==> src/rtl/rf_stream_if.sv <==
// rf_stream_if: command, RF read port and output stream of the RF stream reader.
interface rf_stream_if #(
    parameter int WIDTH = 6,
    parameter int AW    = 3
);
    logic             start;
    logic [AW-1:0]    start_addr;
    logic [AW:0]      count;
    logic             abort;
    logic [AW-1:0]    raddr;
    logic [WIDTH-1:0] rdata;
    logic             out_valid;
    logic             out_ready;
    logic [WIDTH-1:0] out_data;
    logic [AW-1:0]    out_addr;
    logic             busy;
    logic             done;
    modport master (
        input  start, start_addr, count, abort, rdata, out_ready,
        output raddr, out_valid, out_data, out_addr, busy, done
    );
    modport slave (
        output start, start_addr, count, abort, rdata, out_ready,
        input  raddr, out_valid, out_data, out_addr, busy, done
    );
endinterface

==> src/rtl/rf_stream_reader.sv <==
// rf_stream_reader: walks a wrapping RF address range and streams each word out on valid/ready.
module rf_stream_reader #(
    parameter int WIDTH = 6,
    parameter int DEPTH = 8,
    parameter int AW    = $clog2(DEPTH)
) (
    input logic         clk,
    input logic         rst_n,
    rf_stream_if.master bus
);
    typedef enum logic [1:0] {IDLE, READ, DRAIN} state_t;
    localparam logic [AW:0] DEPTH_C = (AW+1)'(DEPTH);
    state_t           state_q, state_d;
    logic [AW-1:0]    raddr_q, raddr_d, addr_q, addr_d;
    logic [AW:0]      rem_q, rem_d, cnt_sat;
    logic [WIDTH-1:0] data_q, data_d;
    logic             valid_q, valid_d, done_q, done_d;
    logic             load, xfer, go, step, kill;
    assign cnt_sat = (bus.count > DEPTH_C) ? DEPTH_C : bus.count;
    assign load    = !valid_q || bus.out_ready;
    assign xfer    = valid_q && bus.out_ready;
    assign go      = (state_q == IDLE) && bus.start;
    assign step    = (state_q == READ) && load && !bus.abort;
    assign kill    = (state_q != IDLE) && bus.abort;
    always_ff @(posedge clk or negedge rst_n) begin
        if (!rst_n) begin
            state_q <= IDLE;
            raddr_q <= '0;
            rem_q   <= '0;
            valid_q <= 1'b0;
            data_q  <= '0;
            addr_q  <= '0;
            done_q  <= 1'b0;
        end else begin
            state_q <= state_d;
            raddr_q <= raddr_d;
            rem_q   <= rem_d;
            valid_q <= valid_d;
            data_q  <= data_d;
            addr_q  <= addr_d;
            done_q  <= done_d;
        end
    end
    // abort wins over any handshake in READ and DRAIN
    always_comb begin
        state_d = (state_q == IDLE) ? ((bus.start && cnt_sat != '0) ? READ : IDLE)
                : bus.abort         ? IDLE
                : (state_q == READ) ? ((load && rem_q == (AW+1)'(1)) ? DRAIN : READ)
                : (xfer ? IDLE : DRAIN);
    end
    always_comb begin
        raddr_d = go ? bus.start_addr : step ? raddr_q + 1'b1 : raddr_q;
        rem_d   = go ? cnt_sat : kill ? '0 : step ? rem_q - 1'b1 : rem_q;
        valid_d = kill ? 1'b0 : step ? 1'b1 : (state_q == DRAIN && xfer) ? 1'b0 : valid_q;
        data_d  = step ? bus.rdata : data_q;
        addr_d  = step ? raddr_q : addr_q;
        done_d  = (go && cnt_sat == '0) || (state_q == DRAIN && xfer && !bus.abort);
    end
    assign bus.raddr     = raddr_q;
    assign bus.out_valid = valid_q;
    assign bus.out_data  = data_q;
    assign bus.out_addr  = addr_q;
    assign bus.busy      = (state_q != IDLE);
    assign bus.done      = done_q;
endmodule

==> src/flat_wrapper.sv <==
// flat-port wrapper written by rule: the top's interface ports become plain ports
module rf_stream_reader_flat 
#(
    parameter int WIDTH = 6,
    parameter int DEPTH = 8,
    parameter int AW    = $clog2(DEPTH)
)
  (clk, rst_n, bus_start, bus_start_addr, bus_count, bus_abort, bus_rdata, bus_out_ready, bus_raddr, bus_out_valid, bus_out_data, bus_out_addr, bus_busy, bus_done);
  rf_stream_if #(.WIDTH(WIDTH), .AW(AW)) bus_i ();
  input logic clk;
  input logic rst_n;
  input wire logic [$bits(bus_i.start)-1:0] bus_start;
  input wire logic [$bits(bus_i.start_addr)-1:0] bus_start_addr;
  input wire logic [$bits(bus_i.count)-1:0] bus_count;
  input wire logic [$bits(bus_i.abort)-1:0] bus_abort;
  input wire logic [$bits(bus_i.rdata)-1:0] bus_rdata;
  input wire logic [$bits(bus_i.out_ready)-1:0] bus_out_ready;
  output wire logic [$bits(bus_i.raddr)-1:0] bus_raddr;
  output wire logic [$bits(bus_i.out_valid)-1:0] bus_out_valid;
  output wire logic [$bits(bus_i.out_data)-1:0] bus_out_data;
  output wire logic [$bits(bus_i.out_addr)-1:0] bus_out_addr;
  output wire logic [$bits(bus_i.busy)-1:0] bus_busy;
  output wire logic [$bits(bus_i.done)-1:0] bus_done;
  assign bus_i.start = bus_start;
  assign bus_i.start_addr = bus_start_addr;
  assign bus_i.count = bus_count;
  assign bus_i.abort = bus_abort;
  assign bus_i.rdata = bus_rdata;
  assign bus_i.out_ready = bus_out_ready;
  assign bus_raddr = bus_i.raddr;
  assign bus_out_valid = bus_i.out_valid;
  assign bus_out_data = bus_i.out_data;
  assign bus_out_addr = bus_i.out_addr;
  assign bus_busy = bus_i.busy;
  assign bus_done = bus_i.done;
  rf_stream_reader #(.WIDTH(WIDTH), .DEPTH(DEPTH), .AW(AW)) u_core (.clk(clk), .rst_n(rst_n), .bus(bus_i));
endmodule
==> config.mk <==
export PLATFORM = sky130hd
export DESIGN_NAME = rf_stream_reader_flat
export DESIGN_NICKNAME = d
export VERILOG_FILES = /design/src/rtl/rf_stream_if.sv /design/src/rtl/rf_stream_reader.sv /design/src/flat_wrapper.sv
export SDC_FILE = /design/constraint.sdc
export NUM_CORES = 1
export LEC_CHECK = 0
export CAP_MARGIN = 20
export CELL_PAD_IN_SITES_DETAIL_PLACEMENT = 1
export CELL_PAD_IN_SITES_GLOBAL_PLACEMENT = 2
export CORE_MARGIN = 5
export CORE_UTILIZATION = 29
export CTS_BUF_LIST = sky130_fd_sc_hd__clkbuf_8
export DETAILED_ROUTE_END_ITERATION = 10
export GPL_ROUTABILITY_DRIVEN = 0
export PLACE_DENSITY = 0.84
export SLEW_MARGIN = 20
export SYNTH_ARGS = -nofsm -noshare
export SYNTH_HDL_FRONTEND = slang
export SYNTH_SLANG_ARGS = --single-unit
==> constraint.sdc <==
create_clock -name clk -period 2.3 [get_ports clk]
set_input_delay 0.23 -clock clk [delete_from_list [all_inputs] [get_ports clk]]
set_output_delay 0.23 -clock clk [all_outputs]
set_load 0.005 [all_outputs]
==> run_results.csv, run 1 <==
group,metric,value,unit
yosys,synth-seq-cells,20,
yosys,syn_nets,130,
place,dp_slack,0.287,ns
global_routing,grt_max_degree,21,
clocking,numClockSinks,20,
timing,finalClockSkew,0.00685,ns
power,p_per_area,1230,nW/um^2
global_routing,use_met3,0.0334,
power,power.total,1.79,mW
clocking,clock_path_buffers,2,
timing,slew_headroom,0.664,
power,netSwitchingFraction,0.337,
floorplanning,dieArea,4780,sq um
timing,tightest_slew,0.504,ns
floorplanning,initial_utilization,0.301,
layout,multi_input_area,482,sq um
timing,drv_slew,0,
yosys,synth_area_per_cell,9.30,sq um
global_routing,gr-usage-met1,0.142,
place,place_hpwl,2.12,mm
power,p_int,1.18,mW
worst_setup_path,critical_path_class,"flip-flop to output port",
global_routing,grt_pass1_wl,4.73,mm
job,cap_violations,0,
worst_setup_path,crit_fanout,8,
drt,vias,914,
worst_setup_path,endpoint_kind,"output port",
drt,ant_nets,0,
layout,seqCellArea,500,sq um
floorplanning,die_y,69.1,microns
timing,setup-violations-final,0,
yosys,ys_warn_count,0,
yosys,synth_area,1010,sq um
layout,drive_gt1_frac,0.0699,
drt,drt_iter0_drc,18,
timing,setup_slack,0.536,ns
min_path,hold_class,"primary input to async pin",
timing,fin_crit,1.76,ns
global_routing,grt_overflow,0,
yosys,synth_top_area_frac,0.494,
clocking,cts_setup_buffers,0,
yosys,synth.area.top_cells,"dfrtp_1, nand2_1, ha_1, a2bb2oi_1, nor4b_1",
layout,final_nets,165,
yosys,synth_common_cells,"nand2_1, dfrtp_1, a2bb2oi_1, nor2_1",
timing,max_freq,567,MHz
yosys,synth_top_area_cell,"dfrtp_1",
worst_setup_path,startpoint_type,"flip-flop",
clocking,cts-resized-gates,0,
yosys,synthFlopType,"dfrtp_1",
timing,whs,0.321,ns
clocking,cts_made_buffers,3,
yosys,async_flop_share,1.00,
drt,avgViaCountPerCell,4.84,
clocking,cts-htree-levels,1,
layout,areaGrowthSynthToFinish,43.1,%
yosys,synth_edf_count,0,
timing,hold_viol,0,
yosys,synthCells,109,
timing,post-route-period-util,0.767,
layout,fin_util,0.431,
run_status,status,"completed",
power,power_frac_seq,0.359,
clocking,path_clk_slew,0.08,ns
clocking,cts_root_buf,"clkbuf_8",
place,io_buffers,32,
global_routing,track_usage,0.117,
yosys,yosysUniqueCellTypes,33,
global_routing,globalRouteMet2Util,0.203,
layout,antenna-diode-count,0,
clocking,clock_latency,0.26,ns
power,p_comb_frac,0.445,
drt,finalWirelength,2.72,mm
floorplanning,io_pins,33,
worst_setup_path,required,2.07,ns
power,clock_power_share,0.196,
clocking,hold_buffers,0,
drt,drc,0,
power,leakagePower,0.650,nW
worst_setup_path,worstPathArrival,1.53,ns
drt,avgRoutedWirePerCell,14.4,microns
floorplanning,fp.dieW,69.1,microns
floorplanning,core-area,3360,sq um
yosys,yosysSeqAreaShare,0.494,
layout,filler_cell_count,411,
clocking,cts_tree,"yes",
floorplanning,rows,21,
power,switchingPower,0.603,mW
timing,rsz0062_at_grt,"false",
global_routing,grt_pass1_vias,1029,
global_routing,antenna_found_initial,0,
power,max-vdd-ir-drop,0.000325,V
yosys,synth.most_common_cell,"nand2_1",
global_routing,busiest_layer,"met2",
drt,first_pass_iters,4,
timing,fin_setup_tns,0,ns
[area by class of cell]
class / instances / area share
tap: 46 / 0.0397
clock inverter: 1 / 0.0207
multi-input combinational: 83 / 0.332
sequential: 20 / 0.345
inverter: 3 / 0.00777
clock buffer: 3 / 0.0285
timing repair buffer: 33 / 0.226
[logic make-up (layout without fill, tap and decap cells)]
| kind of cell | count (synthesis) | in the layout | synth area share |
|---|---|---|---|
| compound gates | 20 | 20 | 0.143 |
| flops | 20 | 20 | 0.494 |
| buf+inv | 6 | 40 | 0.0309 |
| fa+ha+maj | 3 | 3 | 0.0370 |
| xor+xnor | 2 | 2 | 0.0173 |
| simple gates | 58 | 58 | 0.278 |
[path summary, 6_finish.rpt]
check | end | start | slack, ns | depth (start not counted)
worst min register to register | u_core.bus.out_data[0]$_DFFE_PN0P_ | u_core.bus.out_data[0]$_DFFE_PN0P_ | 0.48 | 2
worst max-delay path | bus_busy | u_core.state_q[0]$_DFF_PN0_ | 0.54 | 3
max in group asynchronous | u_core.bus.done$_DFF_PN0_ | rst_n | 1.76 | 2
min in group clk | u_core.bus.out_data[0]$_DFFE_PN0P_ | u_core.bus.out_data[0]$_DFFE_PN0P_ | 0.48 | 2
worst max register to register | u_core.rem_q[2]$_DFFE_PN0P_ | u_core.state_q[0]$_DFF_PN0_ | 0.61 | 4
worst min-delay path | u_core.state_q[0]$_DFF_PN0_ | rst_n | 0.32 | 2
[layout by cell type, fill, tap and decap left out, drive strengths merged]
master | synthesis | layout
ha | 3 | 3
nor3 | 1 | 1
bufinv | 0 | 1
a22oi | 1 | 1
nand2 | 38 | 38
or3b | 1 | 1
clkbuf | 1 | 3
and2 | 2 | 2
dfrtp | 20 | 20
nor4b | 2 | 2
nor4 | 1 | 1
nand3b | 1 | 1
nor2b | 2 | 2
buf | 2 | 1
xnor2 | 1 | 1
nand3 | 1 | 1
clkdlybuf4s50 | 0 | 32
nand2b | 2 | 2
a21o | 2 | 2
o2bb2ai | 1 | 1
a21oi | 3 | 3
a31oi | 3 | 3
nor2 | 5 | 5
o21ai | 3 | 3
a2bb2oi | 4 | 4
o22ai | 1 | 1
inv | 3 | 3
nor3b | 2 | 2
xor2 | 1 | 1
o22a | 2 | 2
[state kept, by name, summed over array words and instances, names as in the netlist]
signal	cells
u_core.bus.done	1
u_core.bus.out_addr	3
u_core.bus.out_data	6
u_core.bus.out_valid	1
u_core.bus.raddr	3
u_core.rem_q	4
u_core.state_q	2
[per-layer routing]
| metal | wire [microns] | up-vias |
|---|---|---|
| li1 | - | 440 |
| met2 | 1340 | 26 |
| met5 | 0 | - |
| met3 | 155 | 2 |
| met1 | 1220 | 446 |
| met4 | 8 | 0 |
[metrics by stage]
| step | instances | area [sq um] |
|---|---|---|
| after global placement | 185 | 1380 |
| after global routing | 189 | 1450 |
| final | 189 | 1450 |
| after CTS | 189 | 1450 |
| after detailed placement | 185 | 1380 |
| after floorplan | 109 | 1010 |
[power groups by stage]
stage	Combinational, mW	Sequential [mW]	Clock [mW]
after floorplan	0.436	0.625	0
after global placement	0.776	0.642	0
after detailed placement	0.814	0.650	0
after CTS	0.815	0.645	0.361
after global routing	0.880	0.669	0.377
final	0.794	0.641	0.351
[worst max-delay path: stages (launching register included)]
cell	delay, ns
dfrtp_1	0.47
nor2_1	0.23
inv_1	0.12
clkdlybuf4s50_1	0.46
No activity file was read; power rests on OpenSTA's default activity.
==> inputs of run 2 (changes only) <==
Settings changed: CORE_UTILIZATION 29 to 25, PLACE_DENSITY 0.84 to 0.77.
Clock period 2.3 ns to 1.57 ns, I/O delays scaled along.
==> run 2 against run 1 <==
  * Clock skew shrank 0.0047 ns
  * Sequential share of layout area shrank 2.7 points
  * Cell area increased by 8.9%
  * Power rose by 47%
  * Setup slack worse by 0.46 ns
  * Final cell count is 10% higher
  * Sequential power rose by 46%
  * Critical endpoint is now u_core.rem_q[3]$_DFFE_PN0P_
==> run_results.csv, run 2 (synthesis gave the netlist of run 1 again) <==
group,metric,value,unit
run_status,status,"completed",
timing,post-route-period-util,0.952,
worst_setup_path,required,1.77,ns
floorplanning,fp.dieW,73.7,microns
clocking,clock_latency,0.25,ns
layout,areaGrowthSynthToFinish,55.8,%
global_routing,track_usage,0.110,
clocking,cts-htree-levels,1,
floorplanning,rows,23,
drt,drc,0,
layout,final_nets,181,
worst_setup_path,worstPathArrival,1.69,ns
clocking,path_clk_slew,0.07,ns
drt,vias,980,
power,p_int,1.71,mW
global_routing,antenna_found_initial,0,
global_routing,grt_max_degree,21,
drt,finalWirelength,2.84,mm
clocking,cts_tree,"yes",
power,switchingPower,0.911,mW
timing,slew_headroom,0.697,
power,power_frac_seq,0.359,
power,leakagePower,0.734,nW
timing,hold_viol,0,
clocking,clock_path_buffers,2,
place,place_hpwl,2.18,mm
worst_setup_path,startpoint_type,"flip-flop",
worst_setup_path,r2r-start,"u_core.state_q[0]$_DFF_PN0_",
floorplanning,dieArea,5430,sq um
worst_setup_path,crit_fanout,6,
worst_setup_path,r2r_setup_slack,0.08,ns
drt,drt_iter0_drc,29,
layout,final_common_cell,"nand2_1",
layout,largest_reg_flops,6,
layout,design_area,1580,sq um
floorplanning,core-area,3970,sq um
timing,fin_setup_tns,0,ns
power,p_comb_frac,0.513,
clocking,hold_buffers,0,
power,clock_power_share,0.128,
power,netSwitchingFraction,0.348,
timing,max_freq,669,MHz
timing,drv_slew,0,
worst_setup_path,critPathCapture,"u_core.rem_q[3]$_DFFE_PN0P_",
clocking,cts_made_buffers,3,
floorplanning,initial_utilization,0.255,
global_routing,grt_pass1_vias,1014,
timing,tightest_slew,0.451,ns
worst_setup_path,r2r-end,"u_core.rem_q[3]$_DFFE_PN0P_",
worst_setup_path,crit_path_start,"u_core.state_q[0]$_DFF_PN0_",
drt,avgViaCountPerCell,4.71,
floorplanning,die_y,73.7,microns
min_path,hold_class,"primary input to async pin",
clocking,cts_root_buf,"clkbuf_8",
clocking,numClockSinks,20,
timing,fin_crit,1.49,ns
job,cap_violations,0,
drt,ant_nets,0,
timing,finalClockSkew,0.00219,ns
layout,antenna-diode-count,0,
drt,first_pass_iters,2,
power,p_per_area,1660,nW/um^2
layout,filler_cell_count,472,
floorplanning,io_pins,33,
worst_setup_path,endpoint_kind,"flip-flop",
place,dpl_cell_area,1470,sq um
worst_setup_path,critical_path_class,"flip-flop to flip-flop",
worst_setup_path,ff2ff_path_depth,5,
layout,final_cell_mix,"nand2_1, clkdlybuf4s50_1, dfrtp_1",
global_routing,grt_overflow,0,
timing,setup-violations-final,0,
power,max-vdd-ir-drop,0.000697,V
global_routing,grt_pass1_wl,4.70,mm
layout,drive_gt1_frac,0.190,
place,io_buffers,32,
drt,avgRoutedWirePerCell,13.6,microns
## run 2: area by class of cell
| class | count | area (sq um) | area share |
|---|---|---|---|
| repair buffers | 49 | 450 | 0.285 |
| flip-flops and latches | 20 | 503 | 0.319 |
| well taps | 50 | 62.6 | 0.0396 |
| multi-input cells | 83 | 510 | 0.323 |
| clock buffers | 3 | 41.3 | 0.0261 |
| inverters | 3 | 11.3 | 0.00713 |
## run 2: routing by layer
metal / routed length [microns] / up-vias / track usage / share of wire
met1: 1230 / 474 / 0.137 / 0.43
met4: 21 / 0 / 0.0382 / 0.0074
met5: 0 / - / 0 / 0
met3: 223 / 4 / 0.0287 / 0.079
met2: 1370 / 31 / 0.183 / 0.48
li1: - / 471 / - / -
## run 2: power groups by stage
stage	Sequential (mW)	Combinational, mW	Clock, mW
detailed placement	0.950	1.26	0
global placement	0.939	1.23	0
floorplan	0.916	0.639	0
global route	0.973	1.51	0.370
finish	0.938	1.34	0.336
CTS	0.930	1.33	0.352
## run 2: critical path, stage by stage (launching register included)
cell and delay [ns]:
dfrtp_2 0.46, buf_4 0.16, nor3b_4 0.26, and2_1 0.21, a2bb2oi_1 0.18, o22a_1 0.16
## run 2: worst min path at each step
stage                                       start                            endpoint  slack (ns)
4_1_cts                                     rst_n  u_core.bus.out_addr[1]$_DFFE_PN0P_        0.27
3_3_place_gp   u_core.bus.out_data[2]$_DFFE_PN0P_  u_core.bus.out_data[2]$_DFFE_PN0P_        0.46
3_5_place_dp   u_core.bus.out_addr[0]$_DFFE_PN0P_  u_core.bus.out_addr[0]$_DFFE_PN0P_        0.47
2_1_floorplan                               rst_n           u_core.bus.done$_DFF_PN0_       -0.14
5_1_grt                                     rst_n  u_core.bus.out_data[5]$_DFFE_PN0P_        0.28
6_report                                    rst_n  u_core.bus.out_data[5]$_DFFE_PN0P_        0.26
## run 2: per-stage QoR
step                utilization  instances  power [mW]  setup WS [ns]  hold slack, ns
floorplan                     -        109        1.55          0.153          -0.139
global placement          0.369        200        2.17        -0.0461           0.457
detailed placement        0.369        200        2.21        -0.0969           0.471
CTS                       0.388        207        2.61         0.0101           0.272
global route              0.398        208        2.85        -0.0285           0.279
finish                    0.398        208        2.62         0.0757           0.263
## run 2: repair_timing
| action | 4_1_cts | 5_1_grt |
|---|---|---|
| buffers inserted | 4 | 1 |
| endpoints found under the hold margin | 0 | 0 |
| setup endpoints to repair | 1 | 4 |
| gates resized for setup | 2 | 6 |
==> inputs of run 3 (changes only) <==
Settings changed: PLACE_DENSITY 0.77 to not set, PLACE_DENSITY_LB_ADDON set to 0.1, SETUP_SLACK_MARGIN set to 0.02, TNS_END_PERCENT set to 100.
==> run 3 against run 2 <==
  * Register-to-register slack hardly changed
  * Die area unchanged
  * Clock skew is 0.00069 ns lower
  * Power is 0.81% lower
==> run_results.csv, run 3 (synthesis gave the netlist of run 1 again) <==
group,metric,value,unit
run_status,status,"completed",
drt,finalWirelength,2.82,mm
layout,drive_gt1_frac,0.190,
global_routing,use_met3,0.0342,
power,netSwitchingFraction,0.346,
timing,post-route-period-util,0.949,
layout,final_cell_mix,"nand2_1, clkdlybuf4s50_1, dfrtp_1",
floorplanning,fp.dieW,73.7,microns
floorplanning,initial_utilization,0.255,
global_routing,busiest_layer,"met2",
power,clock_power_share,0.128,
timing,fin_setup_tns,0,ns
worst_setup_path,crit_fanout,7,
timing,tightest_slew,0.427,ns
timing,finalClockSkew,0.00150,ns
place,dp_slack,-0.0971,ns
layout,areaGrowthSynthToFinish,54.1,%
global_routing,grt_overflow,0,
power,p_int,1.70,mW
layout,filler_cell_count,477,
layout,fin_util,0.393,
global_routing,track_usage,0.113,
timing,fin_crit,1.49,ns
power,switchingPower,0.899,mW
power,p_comb_frac,0.515,
timing,whs,0.239,ns
clocking,clock_latency,0.25,ns
layout,final_nets,181,
worst_setup_path,critical_path_class,"flip-flop to flip-flop",
drt,ant_nets,0,
timing,drv_slew,0,
global_routing,grt_pass1_vias,1002,
floorplanning,rows,23,
drt,drt_iter0_drc,27,
clocking,cts_tree,"yes",
worst_setup_path,required,1.71,ns
worst_setup_path,endpoint_kind,"flip-flop",
drt,vias,937,
timing,slew_headroom,0.713,
timing,max_freq,671,MHz
floorplanning,io_pins,33,
layout,largest_reg_flops,6,
power,leakagePower,0.726,nW
timing,setup_slack,0.0794,ns
global_routing,grt_max_degree,21,
power,power.total,2.60,mW
clocking,cts-htree-levels,1,
global_routing,gr-usage-met1,0.143,
floorplanning,core-area,3970,sq um
layout,final_common_cell,"nand2_1",
power,max-vdd-ir-drop,0.000580,V
clocking,numClockSinks,20,
timing,hold_viol,0,
min_path,hold_class,"primary input to async pin",
global_routing,antenna_found_initial,0,
power,power_frac_seq,0.357,
layout,multi_input_area,493,sq um
worst_setup_path,startpoint_type,"flip-flop",
floorplanning,die_y,73.7,microns
job,cap_violations,0,
layout,seqCellArea,503,sq um
layout,antenna-diode-count,0,
place,io_buffers,32,
clocking,path_clk_slew,0.07,ns
drt,drc,0,
worst_setup_path,worstPathArrival,1.64,ns
clocking,cts_root_buf,"clkbuf_8",
global_routing,grt_pass1_wl,4.76,mm
power,p_per_area,1660,nW/um^2
drt,avgViaCountPerCell,4.50,
drt,first_pass_iters,4,
timing,setup-violations-final,0,
place,place_hpwl,2.26,mm
global_routing,globalRouteMet2Util,0.189,
clocking,cts_made_buffers,3,
clocking,clock_path_buffers,2,
floorplanning,dieArea,5430,sq um
drt,avgRoutedWirePerCell,13.6,microns
timing,rsz0062_at_grt,"false",
-- run 3: cell count changes in the layout (fill, tap and decap cells not counted) --
cell	before	now
nand2_1	37	36
nand2_2	1	2
nor3b_1	0	1
nor3b_4	1	0
nor4b_2	0	1
nor4b_4	1	0
-- run 3: metal layers --
layer / up-vias / share of wire
met5: - / 0
met4: 0 / 0.0082
met3: 4 / 0.059
met2: 21 / 0.49
met1: 441 / 0.44
li1: 471 / -
-- run 3: cell type report --
cell class | count | area share
Clock buffer | 3 | 0.0264
Inverter | 3 | 0.00721
Multi-Input combinational cell | 83 | 0.316
Sequential cell | 20 | 0.322
Tap cell | 50 | 0.0401
Timing Repair Buffer | 49 | 0.288
-- run 3: path summary, 6_finish.rpt --
path,start,endpoint,slack [ns],cells past startpoint
max,u_core.state_q[1]$_DFF_PN0_,u_core.rem_q[3]$_DFFE_PN0P_,0.08,4
min,rst_n,u_core.bus.out_data[5]$_DFFE_PN0P_,0.24,2
max reg2reg,u_core.state_q[1]$_DFF_PN0_,u_core.rem_q[3]$_DFFE_PN0P_,0.08,4
min reg2reg,u_core.bus.out_data[5]$_DFFE_PN0P_,u_core.bus.out_data[5]$_DFFE_PN0P_,0.47,2
max in group asynchronous,rst_n,u_core.state_q[1]$_DFF_PN0_,1.10,2
min in group clk,bus_rdata[0],u_core.bus.out_data[0]$_DFFE_PN0P_,0.43,3
-- run 3: critical path: stages, from the launching register on --
cell and delay (ns):
dfrtp_2 0.47, or3b_4 0.41, nor2_4 0.18, a31oi_1 0.12, o22a_1 0.20
-- run 3: per-stage QoR --
stage | cells | instance area, sq um
after global routing | 208 | 1560
after global placement | 203 | 1490
after detailed placement | 203 | 1490
after CTS | 208 | 1550
after floorplan | 109 | 1010
final | 208 | 1560
-- run 3: power groups by stage --
stage	logic, mW	registers [mW]	clock network (mW)
finish	1.34	0.926	0.333
global route	1.50	0.957	0.374
floorplan	0.639	0.916	0
CTS	1.37	0.925	0.346
global placement	1.29	0.920	0
detailed placement	1.33	0.935	0
-- run 3: what timing repair did --
item,in CTS,in global routing
buffers inserted,2,0
setup endpoints to repair,1,8
hold buffers,0,0
resized for setup,3,3
cloned,0,0
